<file path="config.mk">
export PLATFORM = sky130hd
export DESIGN_NAME = noc_vchannel_mux
export DESIGN_NICKNAME = d
export VERILOG_FILES = /design/src/rtl/noc_vchannel_mux.sv
export SDC_FILE = /design/constraint.sdc
export NUM_CORES = 1
export LEC_CHECK = 0
export ABC_CLOCK_PERIOD_IN_PS = 3300
export BUFFER_PORTS_ARGS = -buffer_cell sky130_fd_sc_hd__buf_2
export CAP_MARGIN = 25
export CORE_MARGIN = 5
export CORE_UTILIZATION = 59
export CTS_BUF_LIST = sky130_fd_sc_hd__clkbuf_16
export CTS_CLUSTER_DIAMETER = 120
export DETAILED_ROUTE_END_ITERATION = 6
export PLACE_DENSITY_LB_ADDON = 0.3
export RECOVER_POWER = 100
export SYNTH_ARGS = -nofsm -noshare
export SYNTH_HDL_FRONTEND = slang
export SYNTH_SLANG_ARGS = --single-unit
</file>
<file path="constraint.sdc">
create_clock -name clk -period 3.3 [get_ports clk]
set_input_delay 0.165 -clock clk [delete_from_list [all_inputs] [get_ports clk]]
set_output_delay 0.165 -clock clk [all_outputs]
set_load 0.1 [all_outputs]
</file>
<file path="src/rtl/noc_vchannel_mux.sv">
// Packet-atomic virtual-channel mux: per-channel FIFOs, round-robin arbitration,
// grant held from a packet's first pop until its last flit is popped.

module noc_vchannel_fifo #(
    parameter int W     = 35,
    parameter int DEPTH = 4
) (
    input  logic         clk,
    input  logic         rst,
    input  logic         push,
    input  logic [W-1:0] din,
    input  logic         pop,
    output logic [W-1:0] dout,
    output logic         empty,
    output logic         full
);
    localparam int AW = $clog2(DEPTH);
    localparam logic [AW:0] FULL_CNT = (AW+1)'(DEPTH);

    logic [W-1:0]  mem [DEPTH];
    logic [AW-1:0] wr_ptr, rd_ptr;
    logic [AW:0]   count;

    // Ready/empty come from the registered count only: a same-cycle pop never frees a slot early.
    assign full  = (count == FULL_CNT);
    assign empty = (count == '0);
    assign dout  = mem[rd_ptr];

    always_ff @(posedge clk) begin
        if (push) mem[wr_ptr] <= din;
    end

    always_ff @(posedge clk or negedge rst) begin
        if (!rst) begin
            wr_ptr <= '0;
            rd_ptr <= '0;
            count  <= '0;
        end else begin
            if (push) wr_ptr <= wr_ptr + 1'b1;
            if (pop)  rd_ptr <= rd_ptr + 1'b1;
            if (push && !pop)      count <= count + 1'b1;
            else if (!push && pop) count <= count - 1'b1;
        end
    end
endmodule

module noc_vchannel_mux #(
    parameter int FLIT_WIDTH   = 34,
    parameter int CHANNELS     = 2,
    parameter int BUFFER_DEPTH = 4
) (
    input  logic                                 clk,
    input  logic                                 rst,
    input  logic [CHANNELS-1:0][FLIT_WIDTH-1:0]  link_in_flit,
    input  logic [CHANNELS-1:0]                  link_in_last,
    input  logic [CHANNELS-1:0]                  link_in_valid,
    output logic [CHANNELS-1:0]                  link_in_ready,
    output logic [FLIT_WIDTH-1:0]                link_out_flit,
    output logic                                 link_out_last,
    output logic                                 link_out_valid,
    input  logic                                 link_out_ready,
    output logic [CHANNELS-1:0]                  link_out_channel
);
    localparam int CW = $clog2(CHANNELS);

    typedef struct packed {
        logic                  last;
        logic [FLIT_WIDTH-1:0] flit;
    } flit_t;

    typedef enum logic {IDLE, LOCKED} state_t;

    flit_t [CHANNELS-1:0] fifo_din, fifo_dout;
    logic  [CHANNELS-1:0] push, pop, empty, full;

    state_t        state, state_nxt;
    logic [CW-1:0] rr_ptr, cand;
    logic          cand_ok, loadable, pop_en;
    flit_t         head;

    for (genvar c = 0; c < CHANNELS; c++) begin : g_ch
        assign fifo_din[c]      = '{last: link_in_last[c], flit: link_in_flit[c]};
        assign link_in_ready[c] = !full[c];
        assign push[c]          = link_in_valid[c] & !full[c];

        noc_vchannel_fifo #(.W(FLIT_WIDTH + 1), .DEPTH(BUFFER_DEPTH)) u_fifo (
            .clk   (clk),
            .rst   (rst),
            .push  (push[c]),
            .din   (fifo_din[c]),
            .pop   (pop[c]),
            .dout  (fifo_dout[c]),
            .empty (empty[c]),
            .full  (full[c])
        );
    end

    assign loadable = !link_out_valid | link_out_ready;

    // In LOCKED the owner is always rr_ptr, since rr_ptr is set on the packet's first pop.
    always_comb begin
        int idx;
        idx     = 0;
        cand    = rr_ptr;
        cand_ok = 1'b0;
        if (state == LOCKED) begin
            cand_ok = !empty[rr_ptr];
        end else begin
            // Descending scan so the nearest channel after rr_ptr wins.
            for (int i = CHANNELS; i >= 1; i--) begin
                idx = (int'(rr_ptr) + i) % CHANNELS;
                if (!empty[idx]) begin
                    cand    = CW'(idx);
                    cand_ok = 1'b1;
                end
            end
        end
    end

    assign head = fifo_dout[cand];

    always_ff @(posedge clk or negedge rst) begin
        if (!rst) state <= IDLE;
        else      state <= state_nxt;
    end

    always_comb begin
        state_nxt = state;
        case (state)
            IDLE:    if (pop_en && !head.last) state_nxt = LOCKED;
            LOCKED:  if (pop_en &&  head.last) state_nxt = IDLE;
            default: state_nxt = IDLE;
        endcase
    end

    always_comb begin
        pop_en = loadable & cand_ok;
        pop    = pop_en ? (CHANNELS'(1) << cand) : '0;
    end

    always_ff @(posedge clk or negedge rst) begin
        if (!rst) begin
            rr_ptr           <= CW'(CHANNELS - 1);
            link_out_valid   <= 1'b0;
            link_out_flit    <= '0;
            link_out_last    <= 1'b0;
            link_out_channel <= '0;
        end else begin
            if (pop_en && state == IDLE) rr_ptr <= cand;
            if (loadable) begin
                link_out_valid <= pop_en;
                if (pop_en) begin
                    link_out_flit    <= head.flit;
                    link_out_last    <= head.last;
                    link_out_channel <= pop;
                end
            end
        end
    end
endmodule

</file>
# Yosys cells after proc, flatten, opt, wreduce, memory -nomap -nowiden
# Memories as Yosys holds them, arrays and structs flattened.
# Cells that the tools add are included.
# word_totals
ff_bits	54
mem_count	2
input_bits	75
out_inout_bits	40
mem_bits_rw	280
# memory_table
memory	words	word_bits	rd	rd_clocked_by_memory_dff	wr	line	text
g_ch[0].u_fifo.mem	4	35	1	0	1	20	logic [W-1:0] mem [DEPTH];
g_ch[1].u_fifo.mem	4	35	1	0	1	20	
# classes
order_cmp	4
mux	28
shifts	1
reduce_logical	21
addsub	10
eq_ne	2
bitwise_logic	7
# ops
op	count
2-to-1 mux 35 bit	2
2-to-1 mux 1 bit	20
2-to-1 mux 3 bit	4
logical NOT 1 bit	9
adder 2 x 1 -> 2 bit (second input constant)	4
logical AND 1 bit	7
adder 3 x 1 -> 3 bit (second input constant)	2
equality test 3 bit (second input constant)	2
logical NOT 3 bit	2
< comparator 2 x 3 -> 1 bit (second input constant)	2
subtractor 3 x 1 -> 3 bit (second input constant)	2
< comparator 1 x 2 -> 1 bit (second input constant)	2
nonzero test 2 bit	2
bitwise AND 1 bit	3
adder 1 bit (second input constant)	2
bitwise AND 1 bit (first input constant)	2
2-to-1 mux 2 bit	1
one-hot mux 1 bit (2 select lines)	1
AND reduction 2 bit	1
<< shifter 1 x 1 -> 2 bit (first input constant)	1
inverter 1 bit	1
OR 1 bit	1

# Longest topological paths before layout
# Gate-level depths: netlist of run 1.
# depth
depth_word	14
ltp_mapped	12

# Cells and area by module
# A second synthesis of run 1 with hierarchy kept.
# hier_totals
cells_unflattened	626
area_unflattened_um2	13110.1
# by_module_without_submodules
module	cells_each	area_each_um2	instances	seq_area_each_um2
noc_vchannel_fifo	217	5500.3	2	4379.2
noc_vchannel_mux	192	2109.5	1	1002.2

# Worst setup path after synthesis of run 1
# No wires, ideal clock.
# synth_path
path_type	register to register
startpoint	register link_out_valid
endpoint	register g_ch[1].u_fifo.count[2]
setup_slack_ns	0.440
period_less_slack_ns	2.860
arrival_time_ns	2.781
stages_incl_launch_ff	13
path_cell_list	dfrtp_1 -> nor2b_1 -> a211o_1 -> nor2_1 -> buf_4 -> buf_6 -> inv_2 -> ha_1 -> inv_1 -> fa_1 -> xor2_1 -> nor2_1 -> xor2_1
# synth_via
elab_chain_len	7
word_cells_on_any_way	9
cone_classes	2 x mux; 2 x bitwise; 5 x reduce/logical
# synth_lines
item	line	text
start, declared	60	output logic link_out_valid,
start signal, assigned	151	link_out_valid <= pop_en;
logical NOT 1 bit (*)	98	assign loadable = !link_out_valid | link_out_ready;
OR 1 bit (*)	98	
bitwise AND 1 bit (*)	137	pop_en = loadable & cand_ok;
2-to-1 mux 2 bit (*)	138	pop = pop_en ? (CHANNELS'(1) << cand) : '0;
logical NOT 1 bit	41	if (push && !pop) count <= count + 1'b1;
logical AND 1 bit	41	
2-to-1 mux 3 bit / nonzero test 2 bit (equally long branches)	-	
end signal, assigned	41	
end signal, assigned	42	else if (!push && pop) count <= count - 1'b1;
end, declared	22	logic [AW:0] count;
# Every way passes the cells marked *; elsewhere a longest branch is shown, timed or not.
# A chain may end at the register's enable or synchronous reset.

# Worst setup path in the final report of run 1
# layout_path
startpoint	register g_ch[0].u_fifo.count[0]
endpoint	memory g_ch[0].u_fifo.mem[3][10] (enable)
# layout_via
elab_chain_len	5
# layout_lines
item	line	text
start, declared	22	
start signal, assigned	41	
start signal, assigned	42	
equality test 3 bit	25	assign full = (count == FULL_CNT);
logical NOT 1 bit	84	assign push[c] = link_in_valid[c] & !full[c];
bitwise AND 1 bit	84	
2-to-1 mux 1 bit	30	if (push) mem[wr_ptr] <= din;
2-to-1 mux 1 bit (implied by the code)	30	
end, declared	20	
# Every way passes these cells.

==> flow_summary.json, run 1 <==
{
  "cts_root_buf": "clkbuf_16",
  "gp_congestion": 0.7491,
  "clock_latency_ns": 0.49,
  "cp.buffers_inverters": 0,
  "top_usage_layer": "met2",
  "use_met1": 0.3063,
  "drive_gt1_frac": 0.1773,
  "fmax_mhz": 370.5,
  "drtIter0Drc": 521,
  "switching_share": 0.3807,
  "vdd_ir_drop_max_v": 0.0008797,
  "die_h_um": 157.5,
  "finClkSkew_ns": 0.01045,
  "drt-total-wl_um": 28050,
  "grt_pass1_wl_um": 42900,
  "die_x_um": 157.5,
  "synth_largest_area_cell": "edfxtp_1",
  "p_sw_w": 0.005977,
  "use_met3": 0.03904,
  "leakagePower_nw": 5.203,
  "yosysWarnings": 0,
  "ys.flop_type": "edfxtp_1",
  "drc": 0,
  "fin_crit_sh": 0.8179,
  "r2r_slack_ns": 0.60,
  "pwr-share-seq": 0.411,
  "path_clk_slew_ns": 0.06,
  "design_area_um2": 15290,
  "violations": "max-capacitance violations, max-slew violations",
  "placed_cell_area_um2": 13680,
  "die_area_um2": 24800,
  "crit_path_end_kind": "flip-flop",
  "worstPathRequired_ns": 3.37,
  "cts_resized": 0,
  "cts_num_sinks": 334,
  "htree_levels": 2,
  "syn-num-nets": 671,
  "crit_path_end": "g_ch[0].u_fifo.mem[3][10]$_DFFE_PP_",
  "drv_slew": 144,
  "async_reset_ff_frac": 0.1617,
  "cts_tree": "built",
  "status": "finished with violations",
  "grt_max_degree": 39,
  "synth_edf_count": 280,
  "ff2ff_path_depth": 3,
  "setup_tns_ns": 0,
  "num_io_pins": 115,
  "r2r-start": "g_ch[0].u_fifo.count[0]$_DFFE_PN0P_",
  "synth_cell_type_count": 41,
  "critPathKind": "reg2reg",
  "cts_buffers": 35,
  "rsz0062_at_grt": "no",
  "relSlewSlack": -0.4693,
  "synth_seq_cells": 334,
  "cp.depth": 3,
  "finalPower_w": 0.01570,
  "cp_top_family": "simple AND/OR/NAND/NOR gates",
  "setup_violations": 0,
  "slowest_stage": "and3_1",
  "syn_area_um2": 12830,
  "path_cells": "nor2_1, nand2_1, and3_1",
  "start_util": 0.5935,
  "final_common_cell": "edfxtp_1",
  "syn_avg_cell_area_um2": 21.97,
  "power_frac_comb": 0.359,
  "drtAntennaViolNets": 0,
  "holdWs_ns": 0.04861,
  "hold_path_class": "in2reg",
  "final_cell_mix": "edfxtp_1 (280), clkbuf_1 (117), dlygate4sd3_1 (71)",
  "routedWlPerCell_um": 25.52,
  "hold_violations": 0,
  "critPathMaxStageDelay_ns": 1.55,
  "power.internal_w": 0.009723,
  "vias": 6735,
  "first_pass_iters": 5,
  "ys_top_cells_by_area": "edfxtp_1 (66%), mux4_2 (12%), dfrtp_1 (10%)",
  "cts_buffer_depth": 3,
  "numPortBuffers": 114,
  "grt-ovfl-total": 0,
  "nets": 879,
  "grt_usage": 0.2329,
  "setup.worst_path.start": "g_ch[0].u_fifo.count[0]$_DFFE_PN0P_",
  "worstSetupStartpointType": "flip-flop",
  "areaGrowthSynthToFinish_pct": 19.18,
  "yosysSeqAreaShare": 0.7606,
  "rows": 54,
  "antenna_found_initial": 0,
  "power.density_nw_per_um2": 1027,
  "synth_top_cell_area_share": 0.6552,
  "maxCapViolCount": 4,
  "grt_util_met2": 0.4097,
  "crit_arrival_ns": 2.77,
  "pwr-share-clk": 0.230,
  "min_period_ns": 2.699,
  "core_area_um2": 21620,
  "grt_pass1_vias": 7393,
  "worst_slew_pin_slew_ns": 2.204,
  "hpwl_um": 16410,
  "critPathMaxFanout": 35,
  "vias_per_cell": 6.128,
  "n_fill_cell": 1377,
  "synth_cells": 584,
  "reg2reg_to": "g_ch[0].u_fifo.mem[3][10]$_DFFE_PP_"
}
[power groups by stage]
stage | Sequential [W] | Combinational (W) | Clock, W
6_report | 0.00645 | 0.00564 | 0.00361
5_1_grt | 0.00656 | 0.00594 | 0.00385
4_1_cts | 0.00652 | 0.00570 | 0.00365
3_5_place_dp | 0.00660 | 0.00560 | 0
3_3_place_gp | 0.00651 | 0.00544 | 0
2_1_floorplan | 0.00776 | 0.00304 | 0
[per-layer routing]
metal  routed length [um]  vias to the layer above
li1                     -                     2857
met5                    0                        -
met1                11000                     3547
met4                  583                        0
met2                14720                      287
met3                 1743                       44
[cell families after synthesis]
family	share of synthesized area
flip-flops	0.7606
multiplexers	0.1267
AND/OR/NAND/NOR	0.03627
AO/OA/AOI/OAI	0.03305
buffers and inverters	0.02174
XOR/XNOR	0.008776
adder cells (fa/ha/maj)	0.01287
[cell usage after synthesis, types with 2 or more instances]
master / instances
nor3_4: 2
buf_4: 3
a211o_1: 2
buf_8: 2
nand2_1: 3
mux4_2: 69
nor3_2: 3
dfrtp_1: 53
xnor2_1: 5
buf_6: 8
fa_1: 2
clkbuf_1: 2
ha_1: 10
xor2_1: 6
inv_1: 11
nor3b_1: 35
a221o_1: 35
buf_2: 16
and2_0: 2
edfxtp_1: 280
and3_1: 8
nor2_1: 5
mux2_2: 4
[cell type report]
type / count / area, um2 / share of cell area
multi-input cells: 206 / 2793 / 0.1826
diodes: 1 / 2.502 / 0.0001636
clock buffers: 37 / 925.9 / 0.06054
well taps: 280 / 350.3 / 0.02291
clock inverters: 26 / 140.1 / 0.009163
repair buffers: 203 / 1272 / 0.08320
inverters: 12 / 45.04 / 0.002945
flip-flops and latches: 334 / 9764 / 0.6385
[state kept, by name, summed over array words and instances, names as in the netlist, named ones only]
signal              cells
g_ch.u_fifo.rd_ptr      4
link_out_channel        2
link_out_last           1
g_ch.u_fifo.wr_ptr      4
g_ch.u_fifo.mem       280
link_out_valid          1
rr_ptr                  1
link_out_flit          34
g_ch.u_fifo.count       6
[stage by stage]
step	std cells	utilization	worst slack (ns)
after floorplan	584	-	0.4399
after global placement	963	0.6329	1.061
after detailed placement	963	0.6329	1.011
after CTS	1097	0.7150	0.9946
after global routing	1098	0.7072	0.4526
final	1099	0.7074	0.6011
[worst min path at each step]
stage                              start                                   end  slack, ns  cells past startpoint
after floorplan                      rst            asynchronous set/reset pin      -0.13                      0
after CTS                 link_out_ready            link_out_valid$_DFFE_PN0P_       0.03                      3
after global routing      link_out_ready            link_out_valid$_DFFE_PN0P_       0.06                      3
after detailed placement             rst            link_out_valid$_DFFE_PN0P_       0.33                      1
after global placement               rst  g_ch[1].u_fifo.rd_ptr[1]$_DFFE_PN0P_       0.33                      1
final                     link_out_ready            link_out_valid$_DFFE_PN0P_       0.05                      3
[what timing repair did]
item,CTS,global route
hold endpoints to repair,313,0
hold buffers,71,0
buffers inserted,0,0
[worst min-delay path, cell delays in order]
cell,delay (ns)
buf_2,0.08
nor2b_1,0.08
a21o_1,0.17
Note: power is estimated with default switching activity, not from simulation.
==> run 2: changes to the inputs <==
--- a/config.mk
+++ b/config.mk
@@ -5,7 +5,7 @@
 export SDC_FILE = /design/constraint.sdc
 export NUM_CORES = 1
 export LEC_CHECK = 0
-export ABC_CLOCK_PERIOD_IN_PS = 3300
+export ABC_CLOCK_PERIOD_IN_PS = 2700
 export BUFFER_PORTS_ARGS = -buffer_cell sky130_fd_sc_hd__buf_2
 export CAP_MARGIN = 25
 export CORE_MARGIN = 5
==> constraint.sdc (replaced) <==
create_clock -name clk -period 2.7 [get_ports clk]
set_input_delay 0.135 -clock clk [delete_from_list [all_inputs] [get_ports clk]]
set_output_delay 0.135 -clock clk [all_outputs]
set_load 0.1 [all_outputs]
==> flow_summary.json, run 2 (same netlist as run 1, synthesis figures left out) <==
{
  "worstPathRequired_ns": 3.12,
  "drtAntennaViolNets": 0,
  "antenna_found_initial": 2,
  "finalPower_w": 0.01930,
  "cts_num_sinks": 334,
  "routedWlPerCell_um": 24.43,
  "nets": 885,
  "vdd_ir_drop_max_v": 0.001046,
  "first_pass_iters": 5,
  "hold_path_class": "in2async",
  "maxCapViolCount": 1,
  "die_h_um": 157.5,
  "cts_resized": 0,
  "cts_root_buf": "clkbuf_16",
  "gp_congestion": 0.7562,
  "die_x_um": 157.5,
  "rsz0062_at_grt": "no",
  "critPathMaxFanout": 7,
  "vias": 6689,
  "violations": "max-capacitance violations, max-slew violations",
  "n_fill_cell": 1374,
  "grt_pass1_wl_um": 42240,
  "hold_violations": 0,
  "fmax_mhz": 418.5,
  "dp.cells": 969,
  "areaGrowthSynthToFinish_pct": 20.21,
  "largest_register_ffs": 280,
  "grt_pass1_vias": 7308,
  "start_util": 0.5935,
  "clock_latency_ns": 0.51,
  "htree_levels": 2,
  "worst_slew_pin_slew_ns": 1.612,
  "post_cts_buffers": 0,
  "critPathKind": "reg2reg",
  "cp_top_family": "flip-flops",
  "drv_slew": 27,
  "final_common_cell": "edfxtp_1",
  "slowest_stage": "dfstp_1",
  "final_cell_count_no_fill": 1106,
  "grt-ovfl-total": 0,
  "cts_tree": "built",
  "finClkSkew_ns": 0.01825,
  "core_area_um2": 21620,
  "drive_gt1_frac": 0.2002,
  "drc": 0,
  "path_cells": "inv_1, nor3_1, nor2_1, inv_2, ha_1, inv_1, fa_1, xor2_1, nor2_1, xor2_1",
  "grt_usage": 0.2277,
  "setup_violations": 0,
  "worstSetupStartpointType": "flip-flop",
  "final_cell_mix": "edfxtp_1 (280), clkbuf_1 (115), dlygate4sd3_1 (72)",
  "regMostFlops": "g_ch.u_fifo.mem",
  "setup_tns_ns": 0,
  "cts_buffers": 35,
  "cts_buffer_depth": 3,
  "crit_path_end_kind": "flip-flop",
  "critPathMaxStageDelay_ns": 0.68,
  "drt-total-wl_um": 27020,
  "ctsHoldBuffers": 72,
  "rows": 54,
  "numPortBuffers": 114,
  "cp.buffers_inverters": 3,
  "top_regs": "g_ch.u_fifo.mem: 280 flops, link_out_flit: 34 flops, g_ch.u_fifo.count: 6 flops",
  "die_area_um2": 24800,
  "status": "finished with violations",
  "leakagePower_nw": 5.264,
  "fin_crit_sh": 0.8850,
  "grt_max_degree": 38,
  "crit_arrival_ns": 2.81,
  "vias_per_cell": 6.048,
  "power.density_nw_per_um2": 1251,
  "path_clk_slew_ns": 0.06,
  "min_period_ns": 2.389,
  "num_io_pins": 115,
  "drtIter0Drc": 654,
  "relSlewSlack": -0.07461,
  "hpwl_um": 16080
}
## run 2: worst paths after layout
kind                                                from                                   end  slack [ns]  depth (start not counted)
max in group asynchronous                            rst  g_ch[0].u_fifo.rd_ptr[1]$_DFFE_PN0P_        0.60                          3
min                                                  rst          link_out_flit[1]$_DFFE_PN0P_        0.11                          2
min reg2reg                link_out_flit[28]$_DFFE_PN0P_         link_out_flit[28]$_DFFE_PN0P_        0.51                          1
min in group clk                        link_in_valid[1]  g_ch[1].u_fifo.wr_ptr[0]$_DFFE_PN0P_        0.13                          3
max reg2reg                           rr_ptr$_DFFE_PN1P_   g_ch[1].u_fifo.count[2]$_DFFE_PN0P_        0.31                         10
max                                   rr_ptr$_DFFE_PN1P_   g_ch[1].u_fifo.count[2]$_DFFE_PN0P_        0.31                         10
## run 2: metal layers
layer / global-route usage / up-vias / wire length (um)
met5: 0 / - / 0
li1: - / 2862 / -
met2: 0.3786 / 266 / 13820
met1: 0.3162 / 3520 / 10590
met3: 0.04867 / 41 / 2140
met4: 0.05449 / 0 / 475
## run 2: cell type report
cell class	count	area, um2	area share
multi-input cells	206	2789	0.1808
diodes	2	5.005	0.0003244
repair buffers	209	1373	0.08898
well taps	280	350.3	0.02271
clock inverters	26	171.4	0.01111
clock buffers	37	925.9	0.06002
flip-flops and latches	334	9767	0.6331
inverters	12	45.04	0.002920
## run 2: power breakdown
group	leakage (nW)	total, W	internal [W]	switching, W
combinational	1.49	0.00700	0.00237	0.00462
sequential	3.20	0.00776	0.00700	0.000757
clock	0.571	0.00455	0.00267	0.00188
total	5.26	0.0193	0.0120	0.00726
## run 2: metrics by stage
step / cell area, um2 / hold WS, ns / utilization / setup WS [ns]
final: 15430 / 0.1091 / 0.7135 / 0.3105
after CTS: 15610 / 0.009783 / 0.7220 / 0.3810
after floorplan: 12830 / -0.1606 / - / 0.04763
after global routing: 15430 / 0.1321 / 0.7135 / 0.1589
after global placement: 13790 / -0.007918 / 0.6379 / 0.4662
after detailed placement: 13790 / -0.005727 / 0.6379 / 0.3984
